$ cat config.mk
export PLATFORM = sky130hd
export DESIGN_NAME = ws2812b_rx_decoder
export DESIGN_NICKNAME = d
export VERILOG_FILES = /design/src/rtl/ws2812b_rx_decoder.sv
export SDC_FILE = /design/constraint.sdc
export NUM_CORES = 1
export LEC_CHECK = 0
export BUFFER_PORTS_ARGS = -buffer_cell sky130_fd_sc_hd__buf_2
export CAP_MARGIN = 20
export CORE_ASPECT_RATIO = 1.75
export CORE_MARGIN = 4
export CORE_UTILIZATION = 53
export CTS_CLUSTER_DIAMETER = 80
export DETAILED_ROUTE_END_ITERATION = 12
export PLACE_DENSITY_LB_ADDON = 0.1
export SETUP_SLACK_MARGIN = 0.2
export SLEW_MARGIN = 5
export SYNTH_ARGS = -nofsm -noshare
export SYNTH_HDL_FRONTEND = slang
export SYNTH_SLANG_ARGS = --single-unit
$ cat constraint.sdc
create_clock -name clk -period 2.14 [get_ports clk]
set_clock_uncertainty 0.15 [all_clocks]
set_input_delay 0.428 -clock clk [delete_from_list [all_inputs] [get_ports clk]]
set_output_delay 0.428 -clock clk [all_outputs]
set_load 0.005 [all_outputs]
$ cat src/rtl/ws2812b_rx_decoder.sv
// rtl/ws2812b_rx_decoder.sv - WS2812B single-wire NRZ receiver: pulse-width bit decode, 24-bit GRB words, latch gap detect
module ws2812b_rx_decoder #(
    parameter int unsigned T_MIN_HIGH = 4,
    parameter int unsigned T_THRESH   = 38,
    parameter int unsigned T_MAX_HIGH = 96,
    parameter int unsigned T_RESET    = 3200,
    parameter int unsigned CNT_W      = 12
) (
    input  logic        clk,
    input  logic        rst_n,
    input  logic        din,
    output logic [23:0] data_out,
    output logic        data_valid,
    input  logic        data_ack,
    output logic        overrun,
    output logic        latch,
    output logic [7:0]  frame_len,
    output logic        bit_error
);

    localparam logic ST_SYNC = 1'b0;
    localparam logic ST_RUN  = 1'b1;

    localparam logic [CNT_W-1:0] MIN_H   = CNT_W'(T_MIN_HIGH);
    localparam logic [CNT_W-1:0] THR_H   = CNT_W'(T_THRESH);
    localparam logic [CNT_W-1:0] MAX_H   = CNT_W'(T_MAX_HIGH);
    localparam logic [CNT_W-1:0] GAP_C   = CNT_W'(T_RESET - 1);
    localparam logic [CNT_W-1:0] CNT_ONE = CNT_W'(1);

    logic             sync1_q, sync1_d;
    logic             din_s_q, din_s_d;
    logic             din_q_q, din_q_d;
    logic [CNT_W-1:0] hi_cnt_q, hi_cnt_d;
    logic [CNT_W-1:0] lo_cnt_q, lo_cnt_d;
    logic             state_q, state_d;
    logic [23:0]      shreg_q, shreg_d;
    logic [4:0]       bitcnt_q, bitcnt_d;
    logic [7:0]       wcnt_q, wcnt_d;
    logic [23:0]      data_out_q, data_out_d;
    logic             data_valid_q, data_valid_d;
    logic             overrun_q, overrun_d;
    logic             latch_q, latch_d;
    logic [7:0]       frame_len_q, frame_len_d;
    logic             bit_error_q, bit_error_d;

    logic fall;
    logic gap;
    logic word_done;

    always_comb begin
        sync1_d      = din;
        din_s_d      = sync1_q;
        din_q_d      = din_s_q;
        hi_cnt_d     = '0;
        lo_cnt_d     = '0;
        state_d      = state_q;
        shreg_d      = shreg_q;
        bitcnt_d     = bitcnt_q;
        wcnt_d       = wcnt_q;
        data_out_d   = data_out_q;
        data_valid_d = data_valid_q;
        overrun_d    = overrun_q;
        latch_d      = 1'b0;
        frame_len_d  = frame_len_q;
        bit_error_d  = 1'b0;

        fall      = din_q_q & ~din_s_q;
        // Equality (not >=) so a saturated low run cannot retrigger the latch.
        gap       = ~din_s_q && (lo_cnt_q == GAP_C);
        word_done = (bitcnt_q == 5'd24);

        if (din_s_q) begin
            hi_cnt_d = (hi_cnt_q == '1) ? hi_cnt_q : hi_cnt_q + CNT_ONE;
        end else begin
            lo_cnt_d = (lo_cnt_q == '1) ? lo_cnt_q : lo_cnt_q + CNT_ONE;
        end

        if (word_done) begin
            bitcnt_d     = '0;
            data_out_d   = shreg_q;
            data_valid_d = 1'b1;
            wcnt_d       = (wcnt_q == 8'hff) ? wcnt_q : wcnt_q + 8'd1;
            if (data_valid_q && !data_ack) begin
                overrun_d = 1'b1;
            end
        end else if (data_valid_q && data_ack) begin
            data_valid_d = 1'b0;
            overrun_d    = 1'b0;
        end

        case (state_q)
            ST_SYNC: begin
                if (gap) begin
                    state_d  = ST_RUN;
                    bitcnt_d = '0;
                    wcnt_d   = '0;
                end
            end
            default: begin
                if (fall && (hi_cnt_q >= MIN_H)) begin
                    if (hi_cnt_q > MAX_H) begin
                        bit_error_d = 1'b1;
                        bitcnt_d    = '0;
                        state_d     = ST_SYNC;
                    end else begin
                        shreg_d  = {shreg_q[22:0], (hi_cnt_q >= THR_H)};
                        bitcnt_d = bitcnt_q + 5'd1;
                    end
                end
                if (gap) begin
                    latch_d     = 1'b1;
                    frame_len_d = wcnt_q;
                    wcnt_d      = '0;
                    if (bitcnt_q != 5'd0) begin
                        bit_error_d = 1'b1;
                        bitcnt_d    = '0;
                    end
                end
            end
        endcase
    end

    always_ff @(posedge clk) begin
        if (!rst_n) begin
            sync1_q      <= 1'b0;
            din_s_q      <= 1'b0;
            din_q_q      <= 1'b0;
            hi_cnt_q     <= '0;
            lo_cnt_q     <= '0;
            state_q      <= ST_SYNC;
            shreg_q      <= '0;
            bitcnt_q     <= '0;
            wcnt_q       <= '0;
            data_out_q   <= '0;
            data_valid_q <= 1'b0;
            overrun_q    <= 1'b0;
            latch_q      <= 1'b0;
            frame_len_q  <= '0;
            bit_error_q  <= 1'b0;
        end else begin
            sync1_q      <= sync1_d;
            din_s_q      <= din_s_d;
            din_q_q      <= din_q_d;
            hi_cnt_q     <= hi_cnt_d;
            lo_cnt_q     <= lo_cnt_d;
            state_q      <= state_d;
            shreg_q      <= shreg_d;
            bitcnt_q     <= bitcnt_d;
            wcnt_q       <= wcnt_d;
            data_out_q   <= data_out_d;
            data_valid_q <= data_valid_d;
            overrun_q    <= overrun_d;
            latch_q      <= latch_d;
            frame_len_q  <= frame_len_d;
            bit_error_q  <= bit_error_d;
        end
    end

    assign data_out   = data_out_q;
    assign data_valid = data_valid_q;
    assign overrun    = overrun_q;
    assign latch      = latch_q;
    assign frame_len  = frame_len_q;
    assign bit_error  = bit_error_q;

endmodule

After elaboration in Yosys (flattened, before gate mapping)
Cells that the tools add are included.
{"block": "op_classes", "n_addsub": 4, "mul": 0, "div_mod_pow": 0, "order_cmp": 3, "eq_ne": 6, "n_shift": 0, "mux": 19, "bitwise": 5, "n_reduce_logical": 15}
{"cell": "12-bit equality test, second input constant", "n": 3}
{"cell": "5-bit two-way mux", "n": 7}
{"cell": "12-bit by 1-bit adder with 12-bit output, second input constant", "n": 2}
{"cell": "12-bit by 3-bit greater-or-equal comparator with 1-bit output, second input constant", "n": 1}
{"cell": "12-bit by 6-bit greater-or-equal comparator with 1-bit output, second input constant", "n": 1}
{"cell": "12-bit by 7-bit > comparator with 1-bit output, second input constant", "n": 1}
{"cell": "1-bit two-way mux", "n": 12}
{"cell": "2-bit AND reduction", "n": 5}
{"cell": "8-bit by 1-bit adder with 8-bit output, second input constant", "n": 1}
{"cell": "8-bit equality test, second input constant", "n": 1}
{"cell": "5-bit by 1-bit adder with 5-bit output, second input constant", "n": 1}
{"cell": "5-bit equality test, second input constant", "n": 1}
{"cell": "5-bit nonzero test", "n": 1}
{"cell": "1-bit logical AND", "n": 4}
{"cell": "1-bit NOT", "n": 4}
{"cell": "2-bit OR reduction", "n": 2}
{"cell": "3-bit AND reduction", "n": 1}
{"cell": "2-bit by 1-bit != test with 1-bit output, second input constant", "n": 1}
{"cell": "2-bit nonzero test", "n": 1}
{"cell": "1-bit AND", "n": 1}
{"cell": "1-bit logical NOT", "n": 1}
{"block": "word_totals", "regBits": 101, "latchBits": 0, "ram_bits": 0, "rom_bits": 0, "memories": 0}

Logic depth before layout (Yosys ltp)
Gate-level depths: netlist of run 1.
{"block": "depth", "ltp_word": 7, "depth_mapped": 9, "ltp_nobuf": 7}

Worst setup path before layout of run 1
OpenSTA, ideal clock, no wires.
{"block": "synth_path", "kind": "register to register", "from": "register hi_cnt_q[1]", "to": "register shreg_q[22]", "arrival_time_ps": 2104, "required_ps": 1874, "setup_slack_ps": -230, "stages_incl_launch_ff": 10, "path_buffers": 2, "synth_period_minus_slack_ps": 2370, "path_cell_list": "dfxtp_1 -> inv_1 -> ha_1 -> or4b_1 -> a311o_1 -> or3_1 -> buf_2 -> buf_6 -> nand2_1 -> a21boi_1"}
{"block": "synth_via", "elab_chain_cells": 3, "word_cells_on_any_way": 5}
{"item": "start, declared", "line": "33", "text": "logic [CNT_W-1:0] hi_cnt_q, hi_cnt_d;"}
{"item": "start signal, assigned", "line": "144", "text": "hi_cnt_q <= hi_cnt_d;"}
{"item": "12-bit by 3-bit greater-or-equal comparator with 1-bit output / 12-bit by 7-bit > comparator with 1-bit output (equally long branches)", "line": "100, 101"}
{"item": "1-bit logical AND / 1-bit NOT (equally long branches)"}
{"item": "3-bit AND reduction (no line) (*)"}
{"item": "end signal, assigned", "line": "147", "text": "shreg_q <= shreg_d;"}
{"item": "end, declared", "line": "36", "text": "logic [23:0] shreg_q, shreg_d;"}
Mark *: on every way between the ends. The rest lies on a longest branch, timed or not.
A chain may end at the register's enable or synchronous reset.

Worst setup path in the final report of run 1
{"block": "layout_path", "from": "register hi_cnt_q[0]", "to": "register shreg_q[13]"}
Same word-level chain as after synthesis.

==> impl_results.md, run 1 <==
- Status: finished with violations
- Failing checks: setup timing
- Hold path endpoint: din_s_d$_SDFF_PN0_
- Worst setup path class: reg2reg
- Longest Clk Path Bufs: 2
- Initial DRT Pass Iterations: 4
- Post-synthesis mux area share: 0.713%
- Hold Path Cell Cnt: 2
- Dpl ws: -0.0396 ns
- Final ANT Viol Nets: 0
- Sink Count: 101
- Largest net degree at the start of global routing: 31
- Top cells by area, synth: dfxtp_1, nand2_1, a21oi_1
- Post-synthesis compound-gate area fraction: 14.6%
- Final number of setup-violating endpoints: 11
- Max cap viols: 0
- CP max stage cell: or4b_1
- CP endpoint kind: register
- Synthesized-area fraction occupied by and/or/nand/nor cells: 26.6%
- Internal reg-to-reg setup slack: -0.05 ns
- Die area: 9490 µm²
- Post-synthesis adder-cell area fraction: 1.78%
- Final WS setup: -0.0471 ns
- Core area: 7670 µm²
- FF+latch count, synth: 101
- FP Rows: 42
- Min-Delay Startpoint: din
- Initial antenna violation count: 0
- Most frequent cells after synthesis: nand2_1, dfxtp_1, a21oi_1
- Final #Nets: 588
- RSZ-0062 raised after global routing: yes
- Syn Area/Cell: 8.27 µm²
- Critical path's most frequent cell: buf_6
- Total CTS buffers: 9
- Vias per inst: 5.47
- Slew headroom: 64.2%
- DRT Wirelength: 9050 µm
- I/O Pins: 40
- CP Launch Type: register
- Critical Path RT: 2.25 ns
- Ys async rst share: 0%
- Post-synth top flop: dfxtp_1
- Cells after synthesis: 509
- Diodes inserted: 0
- CTS tree: done
- Dpl hpwl: 6290 µm
- Latest clock arrival within the worst-skew pair: 0.33 ns
- R2R Path Start: hi_cnt_q[0]$_SDFFE_PN0P_
- Count of pins over their slew limit: 0
- Vias in the first global route: 3,547
- H-Tree Depth: 3
- Clock-pin slew on the worst setup and hold paths: 0.06 ns
- Fin crit share: 102%
- Distinct cell type count after synthesis: 47
- Slowest stage delay, CP: 0.42 ns
- Synth Area in XOR/XNOR: 4.16%
- Iteration-0 DRC Markers: 148
- PwrDens: 671 nW/µm²
- First-pass GRT wire length: 15,200 µm
- Clk root buf: clkbuf_16
- Total gr overflow: 0
- Crit-path cells: inv_2, ha_4, or4b_1, a311o_1, buf_6, nor3_4, buf_6, nand2_1, a21boi_1
- Fmax: 0.457 GHz
- Vias after detailed routing: 3,659
- Worst Max-Slew Pin Slew: 0.524 ns
- Post-synthesis sequential area ratio: 48.0%
- Min-Delay Path Class: in2reg
- Share of cells above drive strength 1: 23.9%
- Lkg Pwr: 2.03 nW
- EDFF count, synth: 0
- Largest family of logic cells by synthesized area: simple AND/OR/NAND/NOR gates
- Starting Density: 54.9%
- Placer Congestion: 0.855
- R2R cell count: 9
- Post-route DRC: 0
- P&R area growth vs syn: 24.8%
- Critical path arrival: 2.30 ns
- Die Span X: 75.4 µm
- Largest vdd supply drop: 0.614 mV
- Worst-path fanout max: 14
- Yosys warns: 0
- Share of the synthesized area in the top cell type: 48.0%
- Count leader, synth: nand2_1
- Gr usage total: 20.2%
- Hold Vio Cnt, Final: 0
- Final setup TNS: -0.109 ns
- Synth area leader: dfxtp_1
- Reg-to-reg endpoint: shreg_q[13]$_SDFFE_PN0P_
- Net count after synthesis: 519
- Crit path time final: 2.19 ns
- Synthesized cell area: 4210 µm²
- IO Port Bufs: 39
- WL/cell: 13.5 µm
- Die height: 126 µm
- Final-layout fill cell count: 630
-- per-stage QoR --
stage | utilization, % | hold slack, ns | total power, W | area, µm² | std cells
2_1_floorplan | - | 0.262 | 0.00198 | 4260 | 509
3_3_place_gp | 61.1 | 0.284 | 0.00200 | 4690 | 640
3_5_place_dp | 61.1 | 0.293 | 0.00200 | 4690 | 640
4_1_cts | 66.4 | 0.152 | 0.00355 | 5100 | 660
5_1_grt | 68.5 | 0.169 | 0.00363 | 5250 | 669
6_report | 68.5 | 0.157 | 0.00352 | 5250 | 669
-- worst max-delay path: cells and delay by family (launching register included) --
family                     cells  cell delay [ns]
AOI/OAI and AO/OA              2             0.45
adders and majority gates      1             0.11
buffers and inverters          3             0.40
DFF                            1             0.33
and+or+nand+nor                3             0.66
-- report_power, final --
group,switching [W],leakage [nW],internal [W]
logic,0.0000427,1.07,0.0000290
registers,0.00000587,0.817,0.00189
clock network,0.000637,0.139,0.000924
total,0.000685,2.03,0.00284
-- layout by cell type, fill, tap and decap left out, types with 4 or more instances in the layout --
cell / count
nand2_1: 118
dfxtp_2: 5
buf_6: 7
inv_1: 10
nor3_1: 9
dfxtp_1: 96
and2_1: 4
xor2_1: 9
buf_2: 39
a21oi_1: 42
o21ai_0: 4
and3_1: 8
xnor2_1: 11
nand4_1: 8
clkbuf_16: 9
a21boi_1: 23
nand2_2: 9
nand3_1: 26
buf_4: 37
nor2_1: 29
-- per-layer routing --
metal,vias up,GRT usage [%],part of all wire (%)
met3,15,3.59,2.8
met1,1718,21.6,39
met4,0,9.68,2.0
met5,-,0,0
li1,1861,-,-
met2,65,36.2,56
-- flip-flops by register name, summed over array words and instances, names as in the netlist --
signal and count:
data_out 24, state_q 1, shreg_q 24, latch 1
overrun 1, din_s_d 1, din_q_q 1, bit_error 1
wcnt_q 8, din_q_d 1, data_valid 1, hi_cnt_q 12
lo_cnt_q 12, frame_len 8, bitcnt_q 5
-- worst max path at each step --
stage                             startpoint                       end  slack, ns  cells past startpoint
floorplan           hi_cnt_q[0]$_SDFFE_PN0P_  shreg_q[22]$_SDFFE_PN0P_      -0.06                      9
global placement    hi_cnt_q[0]$_SDFFE_PN0P_    bitcnt_q[1]$_SDFF_PN0_       0.02                      8
detailed placement  hi_cnt_q[1]$_SDFFE_PN0P_    bitcnt_q[1]$_SDFF_PN0_      -0.04                      8
CTS                 hi_cnt_q[1]$_SDFFE_PN0P_  shreg_q[13]$_SDFFE_PN0P_      -0.01                      9
global route        hi_cnt_q[0]$_SDFFE_PN0P_  shreg_q[13]$_SDFFE_PN0P_      -0.15                      9
finish              hi_cnt_q[0]$_SDFFE_PN0P_  shreg_q[13]$_SDFFE_PN0P_      -0.05                      9
-- cell type report --
type	instances	area [µm²]	area share, %
Timing Repair Buffer	86	612	11.6
Clock buffer	12	246	4.69
Tap cell	88	110	2.10
Clock inverter	2	35.0	0.667
Multi-Input combinational cell	368	2180	41.4
Inverter	12	45.0	0.858
Sequential cell	101	2030	38.6
-- timing repair --
item | in CTS | in global routing
setup endpoints to repair | 44 | 52
hold buffers | 0 | 0
pin swaps | 6 | 11
resized for setup | 25 | 23
setup buffers | 6 | 9
-- kinds of logic after synthesis --
family / after synthesis
AND/OR/NAND/NOR: 242
flip-flops: 101
AO/OA/AOI/OAI: 97
buffers and inverters: 40
XOR/XNOR: 20
adder cells (fa/ha/maj): 6
multiplexers: 3
(Power assumes the default switching activity.)
==> run 2, diff against run 1 <==
--- a/config.mk
+++ b/config.mk
@@ -5,13 +5,13 @@
 export SDC_FILE = /design/constraint.sdc
 export NUM_CORES = 1
 export LEC_CHECK = 0
-export BUFFER_PORTS_ARGS = -buffer_cell sky130_fd_sc_hd__buf_2
 export CAP_MARGIN = 20
 export CORE_ASPECT_RATIO = 1.75
 export CORE_MARGIN = 4
-export CORE_UTILIZATION = 53
+export CORE_UTILIZATION = 56
 export CTS_CLUSTER_DIAMETER = 80
 export DETAILED_ROUTE_END_ITERATION = 12
+export DONT_BUFFER_PORTS = 1
 export PLACE_DENSITY_LB_ADDON = 0.1
 export SETUP_SLACK_MARGIN = 0.2
 export SLEW_MARGIN = 5
==> run 2 against run 1 <==
Effect of this change: the run still ends with setup timing left; highest routed layer unchanged; routed wire length hardly changed; total power up 0.74%; via count fell by 3.9%; global-route usage grew 0.21 points; critical path depth up 1; largest cell class unchanged; sequential power is essentially flat; maximum frequency down 1.4%.
==> impl_results.md, run 2 (synthesis results as in run 1) <==
- Worst Max-Slew Pin Slew: 0.488 ns (-0.0358 ns)
- IO Port Bufs: 0 (-100%)
- Latest clock arrival within the worst-skew pair: 0.35 ns (+0.02 ns)
- Iteration-0 DRC Markers: 141 (-4.7%)
- Sequential share of power: 53.3% (-0.4 points)
- Vias per inst: 5.62 (+2.7%)
- Clk root buf: clkbuf_16
- R2R Path Start: hi_cnt_q[0]$_SDFFE_PN0P_
- Vias after detailed routing: 3,517 (-3.9%)
- DRT Wirelength: 9040 µm (about the same)
- Sw Ratio: 19.7% (+0.28 points)
- Power Internal: 0.00285 W (+0.39%)
- Fmax: 0.451 GHz (-1.4%)
- Gr usage total: 20.4% (+0.21 points)
- Final ANT Viol Nets: 0 (unchanged)
- Final number of setup-violating endpoints: 26 (+15)
- Logic pwr share: 1.6% (-0.4 points)
- Total power: 0.00355 W (+0.74%)
- Die height: 123 µm (-2.5%)
- Internal reg-to-reg setup slack: -0.08 ns (-0.03 ns)
- Initial antenna violation count: 0 (unchanged)
- Power share of the clock group: 45.1% (+0.8 points)
- Die area: 9020 µm² (-4.9%)
- Worst setup path start: hi_cnt_q[0]$_SDFFE_PN0P_
- Hold bufs inserted after CTS: 0 (unchanged)
- Largest vdd supply drop: 0.473 mV (-23%)
- Status: finished with violations
- Fin crit share: 104% (+1.5 points)
- Count of pins over their slew limit: 0 (unchanged)
- Most frequent cells in the layout: nand2_1, dfxtp_1, a21oi_1
- RSZ-0062 raised after global routing: yes
- Clock-pin slew on the worst setup and hold paths: 0.06 ns (about the same)
- Crit path time final: 2.22 ns (+0.0313 ns)
- Final setup TNS: -1.36 ns (-1.25 ns)
- Lkg Pwr: 1.80 nW (-11%)
- Crit-path cells: inv_2, ha_4, or4b_4, a311o_1, buf_6, nor3_4, buf_12, clkbuf_16, nand2_1, a21boi_1
- Footprint of the multi-input gates: 2180 µm² (+0.11%)
- Final #Nets: 545 (-7.3%)
- Largest net degree at the start of global routing: 39 (+26%)
- Diodes inserted: 0 (unchanged)
- Register area: 2030 µm² (+0.18%)
- Core area: 7280 µm² (-5.1%)
- Critical path arrival: 2.34 ns (+0.04 ns)
- Commonest non-fill, non-tap cell in the layout: nand2_1
- Worst-path fanout max: 5 (-9)
- Failing checks: setup timing
- Max cap viols: 0 (unchanged)
- CTS tree: done
- Hold Vio Cnt, Final: 0 (unchanged)
- Dpl hpwl: 6020 µm (-4.3%)
- H-Tree Depth: 3 (unchanged)
- Slew headroom: 66.6% (+2.4 points)
- FP Rows: 41 (-2.4%)
- Total CTS buffers: 9 (unchanged)
- CP endpoint kind: register
- CP max stage cell: or4b_4
- First-pass GRT wire length: 14,400 µm (-5.5%)
- I/O Pins: 40 (unchanged)
- P&R area growth vs syn: 20.8%
- CP Launch Type: register
- Min-Delay Path Class: in2reg
- Placer Congestion: 0.903 (+5.7%)
- Initial DRT Pass Iterations: 4 (unchanged)
- Worst setup path class: reg2reg
- Slowest stage delay, CP: 0.44 ns (+0.02 ns)
- Starting Density: 57.8% (+2.9 points)
- Share of cells above drive strength 1: 18.1% (-5.8 points)
- Total gr overflow: 0 (unchanged)
- Critical Path RT: 2.27 ns (+0.02 ns)
- Post-route DRC: 0 (unchanged)
- Worst hold margin: 0.0629 ns (-0.0937 ns)
- R2R cell count: 10 (+1)
- Final WS setup: -0.0784 ns (-0.0313 ns)
- Reg-to-reg endpoint: shreg_q[15]$_SDFFE_PN0P_
- PwrDens: 698 nW/µm² (+4.1%)
- Final-layout fill cell count: 584 (-7.3%)
- P_sw: 0.000700 W (+2.2%)
- Vias in the first global route: 3,364 (-5.2%)
- Sink Count: 101 (unchanged)
- Die Span X: 73.5 µm (-2.4%)
- Longest Clk Path Bufs: 2 (unchanged)
- WL/cell: 14.4 µm (+6.8%)
- Critical path destination: shreg_q[15]$_SDFFE_PN0P_
run 2: cell count changes in the layout (fill, tap and decap cells not counted), moves of 2 or more:
cell	delta
clkinvlp_4	+2
buf_4	-5
clkbuf_16	+2
buf_6	-2
buf_2	-39
run 2: power groups by stage:
stage / clock network (W) / registers [W] / logic, W
2_1_floorplan: 0 / 0.00193 / 0.0000471
3_3_place_gp: 0 / 0.00193 / 0.0000529
3_5_place_dp: 0 / 0.00193 / 0.0000539
4_1_cts: 0.00163 / 0.00189 / 0.0000562
5_1_grt: 0.00172 / 0.00189 / 0.0000658
6_report: 0.00160 / 0.00189 / 0.0000575
run 2: per-stage QoR:
step	utilization [%]	instance area (µm²)	setup WS, ns	std cells
floorplan	-	4260	-0.0569	509
global placement	61.7	4490	0.0246	599
detailed placement	61.7	4490	-0.0523	599
CTS	67.0	4880	-0.0369	621
global route	69.8	5080	-0.149	626
finish	69.8	5080	-0.0784	626
run 2: cell type report:
type | instances | area share (%)
timing repair buffer | 43 | 8.39
inverter | 12 | 0.886
tap | 86 | 2.12
clock inverter | 3 | 0.886
sequential | 101 | 40.0
clock buffer | 13 | 4.92
multi-input combinational | 368 | 42.8
run 2: repair_timing:
action | 4_1_cts | 5_1_grt
resized for setup | 14 | 34
cloned | 0 | 2
pin swaps | 8 | 15
setup buffers | 6 | 3
endpoints found under the setup margin | 52 | 52
run 2: how the worst min path moves through the flow:
stage	from	slack, ns	cells past startpoint	to
after global routing	din	0.06	1	din_s_d$_SDFF_PN0_
after CTS	din	0.05	1	din_s_d$_SDFF_PN0_
after global placement	din_s_d$_SDFF_PN0_	0.27	1	din_q_d$_SDFF_PN0_
after floorplan	din_s_d$_SDFF_PN0_	0.26	1	din_q_d$_SDFF_PN0_
final	din	0.06	1	din_s_d$_SDFF_PN0_
after detailed placement	din_s_d$_SDFF_PN0_	0.27	1	din_q_d$_SDFF_PN0_
run 2: worst max-delay path: cells and delay by family (launching register included):
family | cells | cell delay, ns
compound gates | 2 | 0.43
fa+ha+maj | 1 | 0.12
buf+inv | 4 | 0.50
flops | 1 | 0.32
simple gates | 3 | 0.63
run 2: metal layers:
layer	vias up	global-route usage (%)	wire (µm)
li1	1781	-	-
met1	1646	20.4	3430
met2	66	37.6	5010
met3	24	3.85	298
met4	0	11.8	301
met5	-	0	0
==> run 3, diff against run 2 <==
--- a/config.mk
+++ b/config.mk
@@ -8,7 +8,7 @@
 export CAP_MARGIN = 20
 export CORE_ASPECT_RATIO = 1.75
 export CORE_MARGIN = 4
-export CORE_UTILIZATION = 56
+export CORE_UTILIZATION = 62
 export CTS_CLUSTER_DIAMETER = 80
 export DETAILED_ROUTE_END_ITERATION = 12
 export DONT_BUFFER_PORTS = 1
==> constraint.sdc (replaced) <==
create_clock -name clk -period 2.2 [get_ports clk]
set_clock_uncertainty 0.15 [all_clocks]
set_input_delay 0.44 -clock clk [delete_from_list [all_inputs] [get_ports clk]]
set_output_delay 0.44 -clock clk [all_outputs]
set_load 0.005 [all_outputs]
==> run 3 against run 2 <==
Effect of this change: the run still ends with setup timing left; critical endpoint is now shreg_q[13]$_SDFFE_PN0P_; critical path type unchanged; largest cell class unchanged; largest power group unchanged; global-route usage rose by 2.2 points; critical path depth did not move; worst setup slack improved by 0.012 ns; non-clock buffer count fell by 2; die area fell by 8.9%; design area fell by 1.6%; register-to-register slack barely moved; maximum frequency fell by 2.1%; routed wire length rose by 2.8%.
==> impl_results.md, run 3 (synthesis results as in run 1) <==
- Gr usage total: 22.6% (+2.2 points)
- Critical Path RT: 2.32 ns (+0.05 ns)
- Commonest non-fill, non-tap cell in the layout: nand2_1
- Vias per inst: 5.65 (+0.48%)
- R2R cell count: 10 (unchanged)
- Die Span X: 70.3 µm (-4.4%)
- Iteration-0 DRC Markers: 224 (+59%)
- WL/cell: 15.0 µm (+3.8%)
- Final number of setup-violating endpoints: 24 (-7.7%)
- Initial DRT Pass Iterations: 4 (unchanged)
- P_sw: 0.000669 W (-4.5%)
- Critical path arrival: 2.39 ns (+0.05 ns)
- Final WS setup: -0.0661 ns (+0.0123 ns)
- Status: finished with violations
- Initial antenna violation count: 0 (unchanged)
- Finished Cell Area: 5000 µm² (-1.6%)
- Hold Path Cell Cnt: 1 (unchanged)
- Die area: 8230 µm² (-8.9%)
- Failing checks: setup timing
- Longest Clk Path Bufs: 2 (unchanged)
- Core area: 6590 µm² (-9.6%)
- Share of cells above drive strength 1: 17.5% (-0.68 points)
- Sw Ratio: 19.5% (-0.23 points)
- Dpl hpwl: 5900 µm (-2.0%)
- Sequential share of power: 53.6% (+0.3 points)
- FP Rows: 39 (-4.9%)
- Most frequent cells in the layout: nand2_1, dfxtp_1, a21oi_1
- Fin crit share: 103% (-0.66 points)
- CP endpoint kind: register
- Hold path endpoint: din_s_d$_SDFF_PN0_
- Placer Congestion: 0.844 (-6.6%)
- Vias in the first global route: 3,465 (+3.0%)
- Count of pins over their slew limit: 0 (unchanged)
- Starting Density: 63.9% (+6.1 points)
- H-Tree Depth: 3 (unchanged)
- Max cap viols: 0 (unchanged)
- Hold Vio Cnt, Final: 0 (unchanged)
- Min-Delay Path Class: in2reg
- I/O Pins: 40 (unchanged)
- Finished Core Util: 75.9% (+6.1 points)
- Final ANT Viol Nets: 0 (unchanged)
- Worst Max-Slew Pin Slew: 0.491 ns (+0.00316 ns)
- Die height: 117 µm (-4.6%)
- Worst hold margin: 0.0783 ns (+0.0154 ns)
- Post-route DRC: 0 (unchanged)
- First-pass GRT wire length: 14,900 µm (+3.3%)
- CTS tree: done
- Clk root buf: clkbuf_16
- Dpl ws: 0.0112 ns (+0.0635 ns)
- Slew headroom: 66.4% (-0.22 points)
- PwrDens: 686 nW/µm² (-1.8%)
- R2R Path Start: hi_cnt_q[0]$_SDFFE_PN0P_
- Largest net degree at the start of global routing: 39 (unchanged)
- Latest clock arrival within the worst-skew pair: 0.34 ns (about the same)
- Power share of the clock group: 44.8% (-0.3 points)
- CP Launch Type: register
- P&R area growth vs syn: 18.8%
- Final-layout fill cell count: 493 (-16%)
- Worst-path fanout max: 5 (unchanged)
- Total CTS buffers: 9 (unchanged)
- Fmax: 0.441 GHz (-2.1%)
- DRT Wirelength: 9290 µm (+2.8%)
- Reg-to-reg endpoint: shreg_q[13]$_SDFFE_PN0P_
- Hold bufs inserted after CTS: 0 (unchanged)
- Crit path time final: 2.27 ns (+0.0477 ns)
- Power Internal: 0.00276 W (-3.1%)
- Clock-pin slew on the worst setup and hold paths: 0.06 ns (about the same)
- Final #Nets: 543 (-0.37%)
- Slowest stage delay, CP: 0.44 ns (about the same)
- Logic pwr share: 1.6% (about the same)
- Footprint of the multi-input gates: 2130 µm² (-2.1%)
- Min-Delay Startpoint: din
- Register area: 2030 µm² (about the same)
- Final setup TNS: -1.06 ns (+0.295 ns)
- Crit-path cells: inv_2, ha_1, or4b_4, a311o_1, buf_6, nor3_4, buf_12, clkbuf_16, nand2_1, a21boi_1
- Internal reg-to-reg setup slack: -0.07 ns (about the same)
- Total gr overflow: 0 (unchanged)
- Vias after detailed routing: 3,500 (-0.48%)
- Worst setup path class: reg2reg
- RSZ-0062 raised after global routing: yes
- Diodes inserted: 0 (unchanged)
- Sink Count: 101 (unchanged)
- Lkg Pwr: 1.76 nW (-2.1%)
- IO Port Bufs: 0 (unchanged)
- Largest vdd supply drop: 0.493 mV (+4.3%)
- Post-Place Cell Area: 4410 µm² (-1.8%)
- CP max stage cell: or4b_4
## run 3: cell count changes in the layout (fill, tap and decap cells not counted), moves of 2 or more
cell	change
clkinv_2	+4
a21boi_1	-3
buf_6	-3
a21boi_2	+2
clkbuf_1	-2
clkinvlp_4	-2
ha_4	-2
nand2_4	-2
## run 3: how the worst max path moves through the flow
stage / start / endpoint / slack (ns) / cells after the start
after floorplan: hi_cnt_q[0]$_SDFFE_PN0P_ / shreg_q[22]$_SDFFE_PN0P_ / 0.003 / 9
after global placement: hi_cnt_q[9]$_SDFFE_PN0P_ / bitcnt_q[1]$_SDFF_PN0_ / 0.03 / 6
after detailed placement: hi_cnt_q[9]$_SDFFE_PN0P_ / bitcnt_q[1]$_SDFF_PN0_ / 0.01 / 6
after CTS: hi_cnt_q[9]$_SDFFE_PN0P_ / shreg_q[10]$_SDFFE_PN0P_ / 0.004 / 6
after global routing: hi_cnt_q[0]$_SDFFE_PN0P_ / shreg_q[21]$_SDFFE_PN0P_ / -0.16 / 10
final: hi_cnt_q[0]$_SDFFE_PN0P_ / shreg_q[13]$_SDFFE_PN0P_ / -0.07 / 10
## run 3: what timing repair did
item                       in CTS  in global routing
setup endpoints to repair      56                 40
resized for setup              10                 28
pin swaps                       5                  7
gates cloned                    0                  3
buffers inserted                5                 10
## run 3: cell type report
cell class,count,share of cell area [%]
Clock inverter,5,1.00
Clock buffer,11,4.85
Inverter,12,0.900
Tap cell,82,2.05
Sequential cell,101,40.6
Timing Repair Buffer,41,7.95
Multi-Input combinational cell,368,42.6
## run 3: layer usage
layer  up-vias  wire [µm]  track usage (%)
met2        87       5230             42.9
met1      1621       3430             22.7
met3        21        366             4.62
met4         0        265             12.4
met5         -          0                0
li1       1771          -                -
## run 3: stage by stage
stage	total power, W	instances
after floorplan	0.00193	509
after global placement	0.00193	586
after detailed placement	0.00193	586
after CTS	0.00345	607
after global routing	0.00354	620
final	0.00343	620
## run 3: critical path: cells and delay by family, from the launching register on
kind	cells	cell delay (ns)
DFF	1	0.35
and+or+nand+nor	3	0.66
adders and majority gates	1	0.12
buffers and inverters	4	0.48
AOI/OAI and AO/OA	2	0.44
## run 3: power groups by stage
stage | clock network (W) | registers (W) | logic [W]
after floorplan | 0 | 0.00188 | 0.0000455
after global routing | 0.00164 | 0.00184 | 0.0000599
after detailed placement | 0 | 0.00188 | 0.0000494
after global placement | 0 | 0.00188 | 0.0000485
after CTS | 0.00156 | 0.00184 | 0.0000515
final | 0.00154 | 0.00184 | 0.0000535
